**src/rtl/dram_ctrl_openrow.sv**
```systemverilog
// Open-page DRAM command controller: per-bank open-row tracking, ACT/RD/WR/PRE issue
// under programmable timing, and periodic PREA/REF refresh.
//
// state     | meaning
// S_IDLE    | ready for a request or a pending refresh
// S_PRE     | PRE issued, waiting T_RP before ACT
// S_ACT     | ACT issued, waiting T_RCD before RD/WR
// S_ACCESS  | RD or WR on the bus this cycle
// S_RD_WAIT | waiting T_CL for read data
// S_PREA    | PREA issued, waiting T_RP before REF
// S_REF     | REF issued, waiting T_RFC before IDLE
module dram_ctrl_openrow #(
    parameter int DATA_WIDTH   = 8,
    parameter int NUM_OF_BANKS = 8,
    parameter int NUM_OF_ROWS  = 128,
    parameter int NUM_OF_COLS  = 8,
    parameter int T_RCD        = 2,
    parameter int T_RP         = 2,
    parameter int T_CL         = 2,
    parameter int T_RFC        = 4,
    parameter int REFI         = 64,
    localparam int BANK_W      = $clog2(NUM_OF_BANKS),
    localparam int ROW_W       = $clog2(NUM_OF_ROWS),
    localparam int COL_W       = $clog2(NUM_OF_COLS),
    localparam int ADDR_W      = BANK_W + ROW_W + COL_W
) (
    input  logic                    clk,
    input  logic                    rst_b,
    input  logic                    req_valid,
    output logic                    req_ready,
    input  logic                    req_wr,
    input  logic [ADDR_W-1:0]       req_addr,
    input  logic [DATA_WIDTH-1:0]   req_wdata,
    output logic                    rsp_valid,
    output logic [DATA_WIDTH-1:0]   rsp_rdata,
    output logic [2:0]              cmd,
    output logic [BANK_W-1:0]       cmd_bank,
    output logic [ROW_W-1:0]        cmd_row,
    output logic [COL_W-1:0]        cmd_col,
    output logic [DATA_WIDTH-1:0]   dram_wdata,
    input  logic [DATA_WIDTH-1:0]   dram_rdata,
    output logic [NUM_OF_BANKS-1:0] open_bank_mask
);

    localparam int T_A   = (T_RCD > T_RP) ? T_RCD : T_RP;
    localparam int T_B   = (T_CL > T_RFC) ? T_CL : T_RFC;
    localparam int T_MAX = (T_A > T_B) ? T_A : T_B;
    localparam int CNT_W = $clog2(T_MAX + 1);
    localparam int REF_W = $clog2(REFI);

    localparam logic [2:0] CMD_NOP  = 3'd0;
    localparam logic [2:0] CMD_ACT  = 3'd1;
    localparam logic [2:0] CMD_RD   = 3'd2;
    localparam logic [2:0] CMD_WR   = 3'd3;
    localparam logic [2:0] CMD_PRE  = 3'd4;
    localparam logic [2:0] CMD_PREA = 3'd5;
    localparam logic [2:0] CMD_REF  = 3'd6;

    typedef enum logic [2:0] {
        S_IDLE, S_PRE, S_ACT, S_ACCESS, S_RD_WAIT, S_PREA, S_REF
    } state_t;

    state_t                               state_q, state_d;
    logic [CNT_W-1:0]                     cnt_q, cnt_d;
    logic [REF_W-1:0]                     ref_cnt_q, ref_cnt_d;
    logic                                 ref_pending_q, ref_pending_d;
    logic [BANK_W-1:0]                    bank_q, bank_d;
    logic [ROW_W-1:0]                     row_q, row_d;
    logic [COL_W-1:0]                     col_q, col_d;
    logic                                 wr_q, wr_d;
    logic [DATA_WIDTH-1:0]                wdata_q, wdata_d;
    logic [NUM_OF_BANKS-1:0]              open_q, open_d;
    logic [NUM_OF_BANKS-1:0][ROW_W-1:0]   open_row_q, open_row_d;
    logic                                 req_ready_q, req_ready_d;
    logic                                 rsp_valid_q, rsp_valid_d;
    logic [DATA_WIDTH-1:0]                rsp_rdata_q, rsp_rdata_d;
    logic [2:0]                           cmd_q, cmd_d;
    logic [BANK_W-1:0]                    cmd_bank_q, cmd_bank_d;
    logic [ROW_W-1:0]                     cmd_row_q, cmd_row_d;
    logic [COL_W-1:0]                     cmd_col_q, cmd_col_d;
    logic [DATA_WIDTH-1:0]                dram_wdata_q, dram_wdata_d;

    logic [BANK_W-1:0] req_bank;
    logic [ROW_W-1:0]  req_row;
    logic [COL_W-1:0]  req_col;
    logic              ref_exp;

    assign req_bank = req_addr[ADDR_W-1 -: BANK_W];
    assign req_row  = req_addr[COL_W +: ROW_W];
    assign req_col  = req_addr[COL_W-1:0];
    assign ref_exp  = (ref_cnt_q == REF_W'(REFI - 1));

    always_comb begin
        state_d       = state_q;
        cnt_d         = (cnt_q != '0) ? cnt_q - 1'b1 : cnt_q;
        ref_cnt_d     = ref_exp ? '0 : ref_cnt_q + 1'b1;
        ref_pending_d = ref_pending_q | ref_exp;
        bank_d        = bank_q;
        row_d         = row_q;
        col_d         = col_q;
        wr_d          = wr_q;
        wdata_d       = wdata_q;
        open_d        = open_q;
        open_row_d    = open_row_q;
        rsp_valid_d   = 1'b0;
        rsp_rdata_d   = rsp_rdata_q;
        cmd_d         = CMD_NOP;
        cmd_bank_d    = '0;
        cmd_row_d     = '0;
        cmd_col_d     = '0;
        dram_wdata_d  = '0;

        case (state_q)
            S_IDLE: begin
                // Refresh outranks a request presented in the same cycle.
                if (ref_pending_q) begin
                    if (|open_q) begin
                        cmd_d   = CMD_PREA;
                        open_d  = '0;
                        cnt_d   = CNT_W'(T_RP - 1);
                        state_d = S_PREA;
                    end else begin
                        cmd_d         = CMD_REF;
                        ref_pending_d = ref_exp;
                        cnt_d         = CNT_W'(T_RFC - 1);
                        state_d       = S_REF;
                    end
                end else if (req_valid && req_ready_q) begin
                    bank_d  = req_bank;
                    row_d   = req_row;
                    col_d   = req_col;
                    wr_d    = req_wr;
                    wdata_d = req_wdata;
                    if (open_q[req_bank] && open_row_q[req_bank] == req_row) begin
                        cmd_d        = req_wr ? CMD_WR : CMD_RD;
                        cmd_bank_d   = req_bank;
                        cmd_col_d    = req_col;
                        dram_wdata_d = req_wr ? req_wdata : '0;
                        state_d      = S_ACCESS;
                    end else if (open_q[req_bank]) begin
                        cmd_d            = CMD_PRE;
                        cmd_bank_d       = req_bank;
                        open_d[req_bank] = 1'b0;
                        cnt_d            = CNT_W'(T_RP - 1);
                        state_d          = S_PRE;
                    end else begin
                        cmd_d                = CMD_ACT;
                        cmd_bank_d           = req_bank;
                        cmd_row_d            = req_row;
                        open_d[req_bank]     = 1'b1;
                        open_row_d[req_bank] = req_row;
                        cnt_d                = CNT_W'(T_RCD - 1);
                        state_d              = S_ACT;
                    end
                end
            end
            S_PRE: begin
                if (cnt_q == '0) begin
                    cmd_d              = CMD_ACT;
                    cmd_bank_d         = bank_q;
                    cmd_row_d          = row_q;
                    open_d[bank_q]     = 1'b1;
                    open_row_d[bank_q] = row_q;
                    cnt_d              = CNT_W'(T_RCD - 1);
                    state_d            = S_ACT;
                end
            end
            S_ACT: begin
                if (cnt_q == '0) begin
                    cmd_d        = wr_q ? CMD_WR : CMD_RD;
                    cmd_bank_d   = bank_q;
                    cmd_col_d    = col_q;
                    dram_wdata_d = wr_q ? wdata_q : '0;
                    state_d      = S_ACCESS;
                end
            end
            S_ACCESS: begin
                if (wr_q) begin
                    state_d = S_IDLE;
                end else begin
                    cnt_d   = CNT_W'(T_CL - 1);
                    state_d = S_RD_WAIT;
                end
            end
            S_RD_WAIT: begin
                if (cnt_q == '0) begin
                    rsp_valid_d = 1'b1;
                    rsp_rdata_d = dram_rdata;
                    state_d     = S_IDLE;
                end
            end
            S_PREA: begin
                if (cnt_q == '0) begin
                    cmd_d         = CMD_REF;
                    ref_pending_d = ref_exp;
                    cnt_d         = CNT_W'(T_RFC - 1);
                    state_d       = S_REF;
                end
            end
            S_REF: begin
                if (cnt_q == '0) begin
                    state_d = S_IDLE;
                end
            end
            default: state_d = S_IDLE;
        endcase

        req_ready_d = (state_d == S_IDLE) && !ref_pending_d;
    end

    always_ff @(posedge clk or negedge rst_b) begin
        if (!rst_b) begin
            state_q       <= S_IDLE;
            cnt_q         <= '0;
            ref_cnt_q     <= '0;
            ref_pending_q <= 1'b0;
            bank_q        <= '0;
            row_q         <= '0;
            col_q         <= '0;
            wr_q          <= 1'b0;
            wdata_q       <= '0;
            open_q        <= '0;
            open_row_q    <= '0;
            req_ready_q   <= 1'b0;
            rsp_valid_q   <= 1'b0;
            rsp_rdata_q   <= '0;
            cmd_q         <= CMD_NOP;
            cmd_bank_q    <= '0;
            cmd_row_q     <= '0;
            cmd_col_q     <= '0;
            dram_wdata_q  <= '0;
        end else begin
            state_q       <= state_d;
            cnt_q         <= cnt_d;
            ref_cnt_q     <= ref_cnt_d;
            ref_pending_q <= ref_pending_d;
            bank_q        <= bank_d;
            row_q         <= row_d;
            col_q         <= col_d;
            wr_q          <= wr_d;
            wdata_q       <= wdata_d;
            open_q        <= open_d;
            open_row_q    <= open_row_d;
            req_ready_q   <= req_ready_d;
            rsp_valid_q   <= rsp_valid_d;
            rsp_rdata_q   <= rsp_rdata_d;
            cmd_q         <= cmd_d;
            cmd_bank_q    <= cmd_bank_d;
            cmd_row_q     <= cmd_row_d;
            cmd_col_q     <= cmd_col_d;
            dram_wdata_q  <= dram_wdata_d;
        end
    end

    assign req_ready      = req_ready_q;
    assign rsp_valid      = rsp_valid_q;
    assign rsp_rdata      = rsp_rdata_q;
    assign cmd            = cmd_q;
    assign cmd_bank       = cmd_bank_q;
    assign cmd_row        = cmd_row_q;
    assign cmd_col        = cmd_col_q;
    assign dram_wdata     = dram_wdata_q;
    assign open_bank_mask = open_q;

endmodule

```
**config.mk**
```make
export PLATFORM = sky130hd
export DESIGN_NAME = dram_ctrl_openrow
export DESIGN_NICKNAME = d
export VERILOG_FILES = /design/src/rtl/dram_ctrl_openrow.sv
export SDC_FILE = /design/constraint.sdc
export NUM_CORES = 1
export LEC_CHECK = 0
export ABC_AREA = 1
export CORE_MARGIN = 3
export CORE_UTILIZATION = 50
export CTS_BUF_LIST = sky130_fd_sc_hd__clkbuf_2
export CTS_CLUSTER_SIZE = 30
export DETAILED_ROUTE_END_ITERATION = 12
export GPL_ROUTABILITY_DRIVEN = 1
export PLACE_DENSITY = 0.72
export SETUP_SLACK_MARGIN = 0.4
export SLEW_MARGIN = 40
export SYNTH_ARGS = -nofsm -noshare
export SYNTH_HDL_FRONTEND = slang
export SYNTH_SLANG_ARGS = --single-unit
```
**constraint.sdc**
```tcl
create_clock -name clk -period 2.2 [get_ports clk]
set_clock_uncertainty 0.15 [all_clocks]
set_input_delay 0.55 -clock clk [delete_from_list [all_inputs] [get_ports clk]]
set_output_delay 0.55 -clock clk [all_outputs]
set_load 0.01 [all_outputs]
```
==> results of run 1 <==
-- cells in the mapped netlist (all sizes together) --
library cell | instances | area share, %
nor2 | 62 | 4.5
dfrtp | 133 | 47
o21ai | 111 | 8.1
a41oi | 1 | 0.12
or3 | 1 | 0.089
a21oi | 12 | 0.91
nor3b | 1 | 0.11
o2111ai | 1 | 0.12
buf | 21 | 2.9
ha | 4 | 0.71
o22ai | 67 | 6.0
nor3 | 12 | 0.86
o211ai | 1 | 0.11
clkbuf | 8 | 0.45
nand3 | 48 | 3.6
a32oi | 1 | 0.12
clkinv | 8 | 0.43
nand4 | 2 | 0.18
o221ai | 5 | 0.62
nand2 | 277 | 15
xor2 | 3 | 0.37
inv | 119 | 6.4
o41ai | 1 | 0.12
o31ai | 5 | 0.53
a22oi | 1 | 0.18
-- through the flow --
step                      hold slack (ns)  instance area, um^2  util (%)  worst slack, ns
after global routing               0.0403                11000      81.2           -0.443
after global placement              0.301                 8720      64.6           -0.687
final                              0.0295                11000      81.2           -0.287
after detailed placement            0.310                 8720      64.6           -0.760
after CTS                          0.0527                 9840      72.9           0.0562
after floorplan                     0.104                 7150         -           0.0823
-- power by group through the flow --
stage	clock, uW	combinational [uW]	sequential, uW
2_1_floorplan	0	2480	3850
3_3_place_gp	0	4110	3780
3_5_place_dp	0	4170	3810
4_1_cts	1590	5190	3740
5_1_grt	1740	7080	3920
6_report	1640	6640	3860
-- final timing paths --
path,start,endpoint,slack [ns],depth (start not counted)
max in group asynchronous,rst_b,state_q[2]$_DFF_PN0_,1.24,3
max,bank_q[2]$_DFFE_PN0P_,open_row_q[47]$_DFFE_PN0P_,-0.29,9
max reg2reg,bank_q[2]$_DFFE_PN0P_,open_row_q[47]$_DFFE_PN0P_,-0.29,9
min in group clk,req_addr[10],bank_q[0]$_DFFE_PN0P_,0.10,4
min reg2reg,ref_cnt_q[0]$_DFF_PN0_,ref_cnt_q[0]$_DFF_PN0_,0.33,1
min,rst_b,open_row_q[42]$_DFFE_PN0P_,0.03,2
-- flip-flops by register name, indices dropped and copies added, names as in the netlist, 3 cells and up --
register / flops
open_row_q: 56
dram_wdata: 8
open_bank_mask: 8
rsp_rdata: 8
wdata_q: 8
cmd_row: 7
row_q: 7
ref_cnt_q: 6
bank_q: 3
cmd: 3
cmd_bank: 3
cmd_col: 3
cnt_q: 3
col_q: 3
state_q: 3
-- area by class of cell --
type,count,area (um^2)
flip-flops and latches,133,3330
well taps,176,220
diodes,1,2.50
inverters,127,517
clock inverters,14,159
clock buffers,18,90.1
fillers,769,2540
multi-input cells,617,4150
repair buffers,251,2500
-- cell families (layout without fill, tap and decap cells) --
family	Yosys count	count (layout)	share of synthesized area, %
xor+xnor	3	3	0.374
flops	133	133	47.4
fa+ha+maj	4	4	0.713
compound gates	206	206	16.9
other cells	0	1	0
buf+inv	156	410	10.2
simple gates	403	404	24.5
-- layout by cell type (no fill, tap or decap), types with 4 or more instances in the layout --
cell / synthesis / layout
a21oi_1: 11 / 6
a21oi_2: 1 / 5
buf_12: 0 / 24
buf_2: 5 / 31
buf_4: 1 / 108
buf_6: 14 / 49
clkbuf_16: 0 / 6
clkbuf_2: 1 / 18
clkdlybuf4s50_1: 0 / 28
clkinv_1: 8 / 9
clkinv_2: 0 / 4
clkinvlp_4: 0 / 6
dfrtp_1: 133 / 132
ha_1: 4 / 4
inv_1: 112 / 84
inv_2: 7 / 28
nand2_1: 270 / 164
nand2_2: 5 / 71
nand2_4: 2 / 40
nand3_1: 46 / 27
nand3_2: 2 / 19
nor2_1: 48 / 33
nor2_2: 5 / 5
nor2_4: 9 / 24
nor3_1: 12 / 8
o21ai_0: 52 / 13
o21ai_1: 56 / 46
o21ai_2: 3 / 51
o221ai_1: 5 / 4
o22ai_1: 67 / 49
o22ai_2: 0 / 11
o22ai_4: 0 / 7
-- layer usage --
layer,up-vias,track usage (%),routed length (um)
met5,-,0,0
li1,3478,-,-
met1,3852,38.3,10200
met4,0,13.7,1840
met2,586,49.2,13500
met3,181,6.52,2530
-- repair_timing --
action	4_1_cts	5_1_grt
cloned	6	4
setup buffers	53	20
setup endpoints to repair	163	167
hold buffers	1	0
endpoints found under the hold margin	133	0
pin swaps	43	54
gates resized for setup	308	264
==> flow_summary.toml, run 1 <==
[global_routing]
grt_pass1_vias = 7482
antenna_found_initial = 1
grt_usage_pct = 30.1
grt_max_degree = 44
grt_overflow = 0
grt_pass1_wl_mm = 37.6

[critical_path]
crit_top_cell = "inv_1"
path_buf_inv = 4
setup.worst_path.class = "reg -> reg"
critical_path_required_ns = 2.75
cp_top_family = "simple AND/OR/NAND/NOR gates"
cp-start-kind = "flip-flop"
crit_slowest_cell = "nor3_1"
path_cells = "inv_1 -> nor3_1 -> inv_1 -> o21ai_0 -> inv_1 -> nor2_4 -> buf_12 -> nand2_2 -> o21ai_1"
arrival_ns = 3.04
crit_fanout = 14
endpoint_kind = "flip-flop"
cpPeakStageDelay_ns = 0.57

[power_and_ir_drop]
p_switching_uw = 5310
power.density_nw_per_um2 = 1110
leakagePower_uw = 0.00539
fin_total_pwr_uw = 12100
power_frac_comb_pct = 54.7
p_seq_share_pct = 31.8
pwr-share-clk_pct = 13.5
p_int_uw = 6840
peakVddDrop_mv = 0.782
switching_share_pct = 43.7

[floorplanning]
die_w_um = 124
initial_core_util_pct = 52.0
dieArea_um2 = 15500
ios = 75
rows = 42
core_um2 = 13500
die_h_um = 124

[sta]
rsz0062_at_grt = "yes"
maxSlewViolCount = 0
timing.fmax_ghz = 0.402
fin_tns_setup_ns = -7.92
setup_ws_ns = -0.287
fin_crit_ns = 2.49
worstMarginPinSlew_ns = 0.690
setup-violations-final = 60
relSlewSlack_pct = 53.6
period_share_pct = 113
finalHoldViolations = 0

[finish]
fin_nets = 1184
finalNonFillerCells = 1337
drive_gt1_share_pct = 46.3
layout-area-overhead-vs-synth_pct = 56.2

[cts]
cts_root_buf = "clkbuf_2"
clock_sinks = 133
clk_latency_ns = 0.78
path_clk_slew_ns = 0.23
cts_buffers = 17
clk_path_buf_depth = 2
cts_tree = "done"
cts_max_level = 4

[logic_synthesis]
synth_seq_cells = 133
netlist_area_um2 = 7020
seq_area_frac_synth_pct = 47.4
synth_cell_types = 38
synth.avg_cell_area_um2 = 7.76
syn-num-nets = 942
synthCells = 905
synth_warnings = 0

[route]
wl_per_cell_um = 21.0
antenna_left = 0
finalWirelength_mm = 28.1
post-route-drc-count = 0
firstDrtPassIters = 6
vias = 8097
drt_first_iter_violations = 948
vias_per_cell = 6.06

[min_path]
hp-class = "in -> async"

[placement]
numPortBuffers = 74
post-dp-hpwl_mm = 15.1
gp_congestion = 0.967
place_inst = 1220

[outcome]
status = "finished, violations left"
violations = "negative setup slack"

[flow_run]
maxCapViolations = 0
(Power assumes the default switching activity.)
==> inputs of run 2 (changes only) <==
- ABC_AREA: 1 -> default
==> run 2 against run 1 <==
Compared with the run above: the run still ends with negative setup slack left; fmax is 6.3% lower; clock power is 7% lower; cell count is 18% lower; flip-flop and latch count stayed put; utilization is 2.9 points lower; critical path depth is 1 higher.
==> flow_summary.toml, run 2 <==
[critical_path]
r2r_setup_slack_ns = -0.45
worstReg2RegEnd = "open_bank_mask[1]$_DFFE_PN0P_"
crit_top_cell = "buf_4"
arrival_ns = 3.18
crit_fanout = 7
cp-start-kind = "flip-flop"
endpoint_kind = "flip-flop"
path_cells = "mux4_2 -> mux2i_1 -> xor2_1 -> nand4_1 -> buf_4 -> nor4_4 -> buf_4 -> o21ai_4 -> buf_12 -> a21oi_2"
reg2reg_from = "open_row_q[51]$_DFFE_PN0P_"
crit_slowest_cell = "mux4_2"
cp_top_family = "multiplexers"
critical_path_required_ns = 2.73
path_buf_inv = 3
setup.worst_path.class = "reg -> reg"
cpPeakStageDelay_ns = 0.50
r2r_cells = 10

[logic_synthesis]
synthCells = 713
netlist_area_um2 = 6750
synth_most_common_cell = "nand2_1"
synth_warnings = 0
ys_async_sr_fraction_pct = 100
synth_seq_cells = 133
yosysTopAreaCell = "dfrtp_1"
synth_cell_types = 66
yosys-top-cells-area = "dfrtp_1 49%, nand2_1 10%, a22oi_1 6.8%"
syn-num-nets = 750
synth_top_area_share_pct = 49.3
seq_area_frac_synth_pct = 49.3
synth_edf_count = 0
synth_ff_type = "dfrtp_1"
synthTopCellsByCount = "182 x nand2_1, 133 x dfrtp_1, 73 x o21ai_0"
synth.avg_cell_area_um2 = 9.47

[global_routing]
grt_pass1_vias = 6633
grt_pass1_wl_mm = 35.0
antenna_found_initial = 0
grt_overflow = 0
grt_usage_pct = 30.4
grt_max_degree = 52

[route]
wl_per_cell_um = 21.5
finalWirelength_mm = 23.7
vias = 6921
drt_first_iter_violations = 763
post-route-drc-count = 0
firstDrtPassIters = 6
vias_per_cell = 6.29
antenna_left = 0

[flow_run]
maxCapViolations = 0

[finish]
largest_register_ffs = 56
layout_common_cells = "133 x dfrtp_1, 99 x buf_4, 82 x nand2_1, 73 x nand2_2, 62 x buf_6"
drive_gt1_share_pct = 47.8
fill_cells = 799
n_antenna_cell = 0
top_register = "open_row_q"
multi_input_area_um2 = 3960
fin_nets = 953
stdcell_area_um2 = 10100
final_common_cell = "dfrtp_1"
regArea_um2 = 3330
layout-area-overhead-vs-synth_pct = 50.0

[outcome]
status = "finished, violations left"
violations = "negative setup slack"

[sta]
finalHoldViolations = 0
rsz0062_at_grt = "yes"
setup-violations-final = 86
fin_crit_ns = 2.65
maxSlewViolCount = 0
worstMarginPinSlew_ns = 0.542
period_share_pct = 121
relSlewSlack_pct = 63.8
timing.fmax_ghz = 0.377
setup_ws_ns = -0.455

[floorplanning]
initial_core_util_pct = 52.2
rows = 41
core_um2 = 12900
die_w_um = 122
ios = 75
dieArea_um2 = 14900
die_h_um = 122

[cts]
cts_tree = "done"
path_clk_slew_ns = 0.23
clock_sinks = 133
cts_buffers = 17
clk_latency_ns = 0.75
clk_path_buf_depth = 2
cts_max_level = 4
cts_root_buf = "clkbuf_2"

[power_and_ir_drop]
leakagePower_uw = 0.00468
peakVddDrop_mv = 0.708
fin_total_pwr_uw = 9070
power.density_nw_per_um2 = 896

[min_path]
hp-class = "in -> async"

[placement]
numPortBuffers = 74
post-dp-hpwl_mm = 14.3
postPlaceCellArea_um2 = 8340
gp_congestion = 0.881
run 2: per-layer routing:
metal,track usage (%),wire (um),up-vias
li1,-,-,2983
met2,50.1,11700,387
met4,10.6,721,0
met1,40.5,9410,3470
met3,5.99,1840,81
met5,0,0,-
run 2: final cells by class:
cell class              instances  area share [%]
repair buffers                240            23.1
clock buffers                  17           0.840
multi-input cells             515            39.1
clock inverters                15            1.51
repair inverters                1          0.0865
well taps                     172            2.13
inverters                       8           0.371
flip-flops and latches        133            32.9
run 2: repair_timing:
action                     in CTS  in global routing
hold endpoints to repair      133                  0
resized for setup             356                182
cloned                         12                  2
setup endpoints to repair     169                168
hold buffers                    1                  0
buffers inserted               38                 17
pin swaps                      44                 71
run 2: cells by family after synthesis:
logic type	synth area share [%]
compound gates	20.2
xor+xnor	1.17
fa+ha+maj	0.741
buf+inv	4.43
flops	49.3
mux	6.15
simple gates	18.0
run 2: how the worst max path moves through the flow:
stage,slack (ns),from,end,cells past startpoint
2_1_floorplan,-0.52,req_addr[10],cmd[2]$_DFF_PN0_,9
3_3_place_gp,-0.98,req_addr[11],cnt_q[1]$_DFF_PN0_,11
3_5_place_dp,-1.12,req_addr[11],cnt_q[1]$_DFF_PN0_,11
4_1_cts,-0.40,open_row_q[40]$_DFFE_PN0P_,cmd[2]$_DFF_PN0_,7
5_1_grt,-0.56,open_row_q[40]$_DFFE_PN0P_,cnt_q[1]$_DFF_PN0_,10
6_report,-0.45,open_row_q[51]$_DFFE_PN0P_,open_bank_mask[1]$_DFFE_PN0P_,10
run 2: power breakdown:
part / switching (uW) / leakage (uW) / internal [uW]
logic: 2090 / 0.00278 / 2000
clock network: 1000 / 0.000138 / 527
registers: 486 / 0.00177 / 2960
run 2: stage by stage:
step,hold slack (ns),TNS [ns],worst slack [ns],util (%),instances
2_1_floorplan,0.104,-24.20,-0.519,-,713
3_3_place_gp,0.303,-83.06,-0.985,64.5,999
3_5_place_dp,0.313,-89.59,-1.12,64.5,999
4_1_cts,0.0676,-15.77,-0.396,71.8,1082
5_1_grt,0.0693,-26.46,-0.562,78.3,1101
6_report,0.0805,-22.28,-0.455,78.3,1101
==> patch, RTL diff (settings of run 2) <==
The 7 states of `state_t` get a one-hot encoding in 7 bits.
--- a/src/rtl/dram_ctrl_openrow.sv
+++ b/src/rtl/dram_ctrl_openrow.sv
@@ -57,6 +57,6 @@
     localparam logic [2:0] CMD_REF  = 3'd6;
 
-    typedef enum logic [2:0] {
-        S_IDLE, S_PRE, S_ACT, S_ACCESS, S_RD_WAIT, S_PREA, S_REF
+    typedef enum logic [6:0] {
+        S_IDLE = 7'b0000001, S_PRE = 7'b0000010, S_ACT = 7'b0000100, S_ACCESS = 7'b0001000, S_RD_WAIT = 7'b0010000, S_PREA = 7'b0100000, S_REF = 7'b1000000
     } state_t;
 
Behaviour: no difference found for any inputs over 4 cycles, from zero or initial values and one cycle with rst_b low; so few cycles prove little.
==> patch against run 2 <==
The flow still finishes with violations (negative setup slack); global-route usage shrank 1.3 points; cell area is essentially flat; worst setup slack gained 38 ps; combinational power grew 20%; critical path depth shrank 2; non-clock buffer count grew 13; sequential cell count grew 4; routed wire length is essentially flat; synthesized area grew 1.9%; worst hold slack gained 150 ps; count of clock-buffer cells in the layout is the same; power grew 12%; critical endpoint is now dram_wdata[6].
==> patch: results (changes against run 2) <==
| Metric | Value |
|---|---|
| Vias in the first global route | 6293 (-5.1%) |
| Hold wc startpoint | req_wdata[1] |
| Post-DP HPWL | 14.7 mm (+3.1%) |
| Hold Path Class | in2reg |
| Pleak | 4.53 nW (-3.3%) |
| Metal-1 WL | 9.44 mm (+0.39%) |
| Largest net degree at the start of global routing | 55 (+5.8%) |
| Highest Signal Layer | met4 |
| Placed instance count | 951 (-4.8%) |
| Met2 WL | 11.5 mm (-1.9%) |
| Post-synth top area share | 49.5% (+0.16 points) |
| Critical-path top delay cell | mux4_2 |
| Hold_ws | 230 ps (+150 ps) |
| Top reg by flops | open_row_q |
| VDD IR-drop max | 547 uV (-23%) |
| GR Layer Usage met3 | 5.54% (-0.45 points) |
| First-pass GRT wire length | 34.0 mm (-2.7%) |
| Setup Buffers After CTS | 32 (-16%) |
| FILL cells | 879 (+10%) |
| Number of DRC markers in iteration 0 | 904 (+18%) |
| Final worst setup slack | -417 ps (+37.6 ps) |
| M1 GR Usage | 41.8% (+1.3 points) |
| Detailed-route via count | 6648 (-3.9%) |
| Hold Path Depth | 3 |
| Max incr delay on CP | 490 ps |
| Worst-path clk slew | 210 ps (-20 ps) |
| Post-Route WL | 23.7 mm (about the same) |
| Clock latency on the worst-skew pair | 720 ps (-30 ps) |
| Synth top area cells | dfrtp_1 49%, o2bb2ai_1 7.5%, a22oi_1 6.7%, nand2_1 5.0%, mux2i_1 2.5% |
| R2R depth | 8 (-2) |
| Layout Area Growth over Synthesis | 47.2% |
| # port buffers | 74 (unchanged) |
| Critical path's top delay family | simple AND/OR/NAND/NOR gates |
| Post-Layout Cell Count | 1051 (-4.5%) |
| Max reg flops | 56 (unchanged) |
| Layout Nets | 898 (-5.8%) |
| Crit path from | open_row_q[54] |
| Sequential area share after synthesis | 49.8% (+0.54 points) |
| Final setup violation count | 102 (+19%) |
| Overall Global Routing Usage | 29.2% (-1.3 points) |
| Status | finished, violations left |
| Crit-path max FO | 7 (unchanged) |
| Synth Area per Inst | 10.7 um^2 (+13%) |
| Initial antenna violation count | 0 (unchanged) |
| Netlist cell types | 59 (-11%) |
| Syn Nets | 678 (-9.6%) |
| Post-CTS sizing | 213 (-40%) |
| Dpl cell area | 8680 um^2 (+4.0%) |
| Worst r2r dst | dram_wdata[6] |
| Share of post-route cells with drive strength above 1 | 45.9% (-1.9 points) |
| Maximum clock path buffer count | 2 (unchanged) |
| DP Worst Slack | -1040 ps (+83.3 ps) |
| Commonest cells in the netlist | 136 x dfrtp_1, 92 x nand2_1, 61 x a22oi_1, 59 x o2bb2ai_1, 31 x nor2_1 |
| GPL Wtd Cong | 0.913 (+3.6%) |
| Met2 Resource Use GR | 45.0% (-5.1 points) |
| Violated checks | negative setup slack |
| Crit path DAT | 3130 ps (-50 ps) |
| Worst-margin pin slew | 564 ps (+21.6 ps) |
| DR WL met3 | 2.22 mm (+21%) |
| Setup TNS | -18070 ps (+4200 ps) |
## patch: final cells by class
type | count | area share, %
well taps | 176 | 2.17
multi-input cells | 446 | 39.0
inverters | 6 | 0.222
clock buffers | 17 | 0.840
clock inverters | 15 | 0.852
diodes | 1 | 0.0247
repair buffers | 253 | 23.0
flip-flops and latches | 137 | 33.9
## patch: cells by family after synthesis
| logic type | Yosys count | synth area share (%) |
|---|---|---|
| xor gates and xnor gates | 9 | 1.15 |
| muxes | 35 | 7.06 |
| AOI/OAI and AO/OA | 209 | 23.8 |
| and+or+nand+nor | 189 | 13.0 |
| DFF | 137 | 49.8 |
| adders and majority gates | 4 | 0.727 |
| buffers and inverters | 58 | 4.44 |
## patch: report_power, final
group	switching [mW]	total, mW	internal [mW]
registers	0.799	4.07	3.27
logic	2.23	4.90	2.66
clock network	0.962	1.23	0.269
total	3.99	10.2	6.21
